### config.mk
export PLATFORM = sky130hd
export DESIGN_NAME = ddr_burst_access_ctrl
export DESIGN_NICKNAME = d
export VERILOG_FILES = /design/src/rtl/ddr_burst_access_ctrl.sv
export SDC_FILE = /design/constraint.sdc
export NUM_CORES = 1
export LEC_CHECK = 0
export BUFFER_PORTS_ARGS = -buffer_cell sky130_fd_sc_hd__buf_2
export CAP_MARGIN = 10
export CORE_MARGIN = 2
export CORE_UTILIZATION = 42
export DETAILED_ROUTE_END_ITERATION = 10
export PLACE_DENSITY = 0.85
export SLEW_MARGIN = 5
export SYNTH_ARGS = -nofsm -noshare
export SYNTH_HDL_FRONTEND = slang
export SYNTH_SLANG_ARGS = --single-unit
### constraint.sdc
create_clock -name clk -period 2.1 [get_ports clk]
set_input_delay 0.42 -clock clk [delete_from_list [all_inputs] [get_ports clk]]
set_output_delay 0.42 -clock clk [all_outputs]
set_load 0.05 [all_outputs]
### src/rtl/ddr_burst_access_ctrl.sv
// DDR column-command to single-port RAM burst sequencer: BL beats in sequential wrap order, 1-cycle read pipeline.
// Optional burst chop (BC4 when BL==8) is enabled by defining DDR_BURST_CHOP_EN.
module ddr_burst_access_ctrl #(
    parameter int WIDTH = 8,
    parameter int DEPTH = 2048,
    parameter int BL    = 8,
    localparam int AW   = $clog2(DEPTH),
    localparam int LBL  = $clog2(BL)
) (
    input  logic             clk,
    input  logic             rst,
    input  logic             cmd_valid,
    output logic             cmd_ready,
    input  logic             cmd_wr,
    input  logic [AW-1:0]    cmd_addr,
`ifdef DDR_BURST_CHOP_EN
    input  logic             cmd_bc4,
`endif
    input  logic             wr_valid,
    output logic             wr_ready,
    input  logic [WIDTH-1:0] wr_data,
    output logic             rd_valid,
    output logic             rd_last,
    output logic [WIDTH-1:0] rd_data,
    output logic             busy,
    output logic [AW-1:0]    sram_addr,
    output logic             sram_rd_o_wr,
    output logic [WIDTH-1:0] sram_i_data,
    input  logic [WIDTH-1:0] sram_o_data
);

    typedef enum logic [1:0] {S_IDLE, S_WRITE, S_READ} state_t;

    state_t           state, state_nxt;
    logic [AW-1:0]    base;
    logic [LBL-1:0]   beat;
    logic [LBL-1:0]   last_beat;
    logic [AW-1:0]    blk_mask;
    logic [AW-1:0]    beat_addr;
    logic             cmd_acc;
    logic             at_last;
    logic             vld_p1;
    logic             last_p1;

    assign cmd_acc = cmd_valid && cmd_ready;
    assign at_last = (beat == last_beat);

    // Low bits wrap inside the BL'-aligned block, high bits come straight from base.
    assign blk_mask  = AW'(last_beat);
    assign beat_addr = (base & ~blk_mask) | ((base + AW'(beat)) & blk_mask);

`ifdef DDR_BURST_CHOP_EN
    always_ff @(posedge clk) begin
        if (rst)
            last_beat <= LBL'(BL - 1);
        else if (cmd_acc)
            last_beat <= (BL == 8 && cmd_bc4) ? LBL'(3) : LBL'(BL - 1);
    end
`else
    assign last_beat = LBL'(BL - 1);
`endif

    always_ff @(posedge clk) begin
        if (cmd_acc)
            base <= cmd_addr;
    end

    always_ff @(posedge clk) begin
        if (rst)
            state <= S_IDLE;
        else
            state <= state_nxt;
    end

    always_comb begin
        state_nxt = state;
        case (state)
            S_IDLE:  if (cmd_valid) state_nxt = cmd_wr ? S_WRITE : S_READ;
            S_WRITE: if (wr_valid && at_last) state_nxt = S_IDLE;
            S_READ:  if (at_last) state_nxt = S_IDLE;
            default: state_nxt = S_IDLE;
        endcase
    end

    always_comb begin
        cmd_ready    = 1'b0;
        wr_ready     = 1'b0;
        sram_rd_o_wr = 1'b0;
        sram_addr    = beat_addr;
        case (state)
            S_IDLE: begin
                cmd_ready = 1'b1;
                sram_addr = cmd_addr;
            end
            S_WRITE: begin
                wr_ready     = 1'b1;
                sram_rd_o_wr = wr_valid;
            end
            default: ;
        endcase
    end

    always_ff @(posedge clk) begin
        if (rst) begin
            beat <= '0;
        end else if (cmd_acc) begin
            beat <= '0;
        end else if ((state == S_WRITE && wr_valid) || state == S_READ) begin
            beat <= beat + LBL'(1);
        end
    end

    // Stage p1: RAM read data returns one cycle after its address.
    always_ff @(posedge clk) begin
        if (rst) begin
            vld_p1  <= 1'b0;
            last_p1 <= 1'b0;
        end else begin
            vld_p1  <= (state == S_READ);
            last_p1 <= (state == S_READ) && at_last;
        end
    end

    assign rd_valid    = vld_p1;
    assign rd_last     = last_p1;
    assign rd_data     = sram_o_data;
    assign sram_i_data = wr_data;
    assign busy        = (state != S_IDLE) || vld_p1;

endmodule
==> out/metrics.yaml <==
rows: 18
routabilityCongestion: 0.697
tightest_slew_ps: 315
dp_hpwl_mm: 1.39
irDropWorstVdd_v: 0.000431
period_needed_ps: 2190
grt.overflow.total: 0
crit_path_end_kind: "primary output"
rr_startpoint: "state[0]"
die_area_um2: 2900
syn_area_um2: 1040
cp_slowest_cell: "edfxtp_1"
ys_seq_area_share_pct: 45.1
power_density_nw_per_um2: 782
cts-root-buf: "clkbuf_4"
met3_usage_pct: 3.33
rsz0062_at_grt: "true"
drv_cap: 0
syn_inst: 82
port_buffers: 32
status: "complete, but fails checks"
required_ps: 1680
placed_area_um2: 1080
drc: 0
slew_violations: 0
ys_seq_elements: 18
multi_input_area_um2: 423
synth_edf_count: 11
async_reset_ff_share_pct: 0
wl_per_cell_um: 14.2
nNetsFinal: 139
stdcell_area_um2: 1170
post-route-period-util_pct: 105
cts.reportedPaths.clkPinSlew_ps: 100
cpPeakStageDelay_ps: 390
antenna_found_initial: 0
tns_ps: -115
yosys_warnings: 0
met2_usage_pct: 22.8
setup_ws_ps: -94.9
worstPathMaxFanout: 1
syn_avg_cell_area_um2: 12.7
dr.pass1.iters: 4
total_power_mw: 0.916
grt_max_degree: 16
htree_levels: 1
cp-start-kind: "flip-flop"
p_leak_nw: 0.537
track_usage_pct: 13.1
seq_area_um2: 477
r2r_end: "base[4]"
vias: 657
hold_path.startpoint: "cmd_addr[1]"
antenna_cells: 0
violations: "setup timing"
ioPinCount: 65
start_util_pct: 43.3
insertion_delay_ps: 290
fp.dieW_um: 53.8
cts-buffers-inserted: 3
hold_path_class: "primary input to flip-flop"
fill_cells: 234
syn-num-nets: 118
die_h_um: 53.8
rrSetupSlack_ps: 630
cts_tree: "done"
use_met1_pct: 14.1
drive_gt1_share_pct: 61.8
cp.arrival_ps: 1770
holdBufCountCts: 0
critPathKind: "flip-flop to primary output"
area_delta_synth_final_pct: 12.3
utilization_pct: 48.7
grt_pass1_wl_mm: 2.70
cts_buffer_depth: 2
drt_iter0_markers: 7
grt_pass1_vias: 615
wirelength_mm: 1.87
holdPathStages: 1
avgViaCountPerCell: 4.98
layout_common_cells: "buf_2 (30), edfxtp_1 (11), mux2_4 (6)"
hold_viol: 0
ant_nets: 0
fmax_mhz: 456
ys.flop_type: "edfxtp_1"
synth.distinct_cells: 30
grt_busiest_layer: "met2"
clock_sinks: 18
path_cells: "ha_2 -> fa_2 -> xor2_1 -> xnor2_1 -> o21ai_2 -> buf_6"
setup_violations: 2
fin_skew_ps: 2.99
final_common_cell: "buf_2"
ff2ff_path_depth: 3
dpl_worst_slack_ps: 56.1
core_um2: 2410
hold_end: "base[1]"
max_slew_margin_pct: 79.0
[repair_timing]
item,CTS,global route
cloned,0,1
endpoints found under the setup margin,2,11
buffers inserted,0,2
resized for setup,8,3
pin swaps,3,2
[per-stage QoR]
| stage | cells | hold slack (ps) |
|---|---|---|
| floorplan | 82 | 472 |
| global placement | 125 | 497 |
| detailed placement | 125 | 514 |
| CTS | 129 | 312 |
| global route | 132 | 304 |
| finish | 132 | 319 |
[flip-flops by register name, indices dropped and copies added, names as in the netlist]
register / count
rd_last: 1
rd_valid: 1
base: 11
beat: 3
state: 2
[area by class of cell]
cell class | count | area share [%]
well taps | 30 | 3.20
flip-flops and latches | 18 | 40.7
repair buffers | 34 | 16.3
clock buffers | 4 | 3.09
multi-input cells | 44 | 36.1
inverters | 2 | 0.640
[synthesized netlist by cell type, types with 2 or more instances]
master | n | area [µm²]
dfxtp_1 | 7 | 140
o21ai_0 | 3 | 15.0
mux2_4 | 6 | 90.1
nand3_1 | 2 | 10.0
a21oi_1 | 4 | 20.0
buf_4 | 16 | 120
edfxtp_1 | 11 | 330
nor3b_1 | 2 | 15.0
ha_1 | 3 | 37.5
mux2_2 | 4 | 45.0
buf_6 | 2 | 22.5
and2b_2 | 2 | 17.5
nor3_1 | 3 | 15.0
[worst max-delay path by stage]
stage,depth (start not counted),slack (ps),start,end
floorplan,5,8,base[0],sram_addr[2]
global placement,6,70,base[0],sram_addr[2]
detailed placement,6,60,base[0],sram_addr[2]
CTS,6,-130,base[0],sram_addr[2]
global route,6,-180,base[0],sram_addr[2]
finish,6,-90,base[0],sram_addr[2]
[worst max-delay path, delay by kind of cell, from the launching register on]
family	cells	cell delay, ps
buf+inv	1	170
xor+xnor	2	280
fa+ha+maj	2	520
compound gates	1	130
flops	1	390
[metal layers]
metal	wire [µm]	up-vias	part of all wire [%]
li1	-	317	-
met1	747	303	40
met2	929	31	50
met3	168	6	9.0
met4	28	0	1.5
met5	0	-	0
[report_power, final]
part | internal (mW) | leakage (nW) | switching, mW
Sequential | 0.399 | 0.164 | 0.0196
Combinational | 0.104 | 0.352 | 0.188
Clock | 0.106 | 0.0210 | 0.0999
Total | 0.609 | 0.537 | 0.308
[cell families after synthesis]
group	count (synthesis)	synth area share (%)
buffers and inverters	21	16.3
multiplexers	10	12.9
adder cells (fa/ha/maj)	4	5.52
AO/OA/AOI/OAI	9	4.80
XOR/XNOR	2	1.68
AND/OR/NAND/NOR	18	13.7
flip-flops	18	45.1
(Power assumes the default switching activity.)
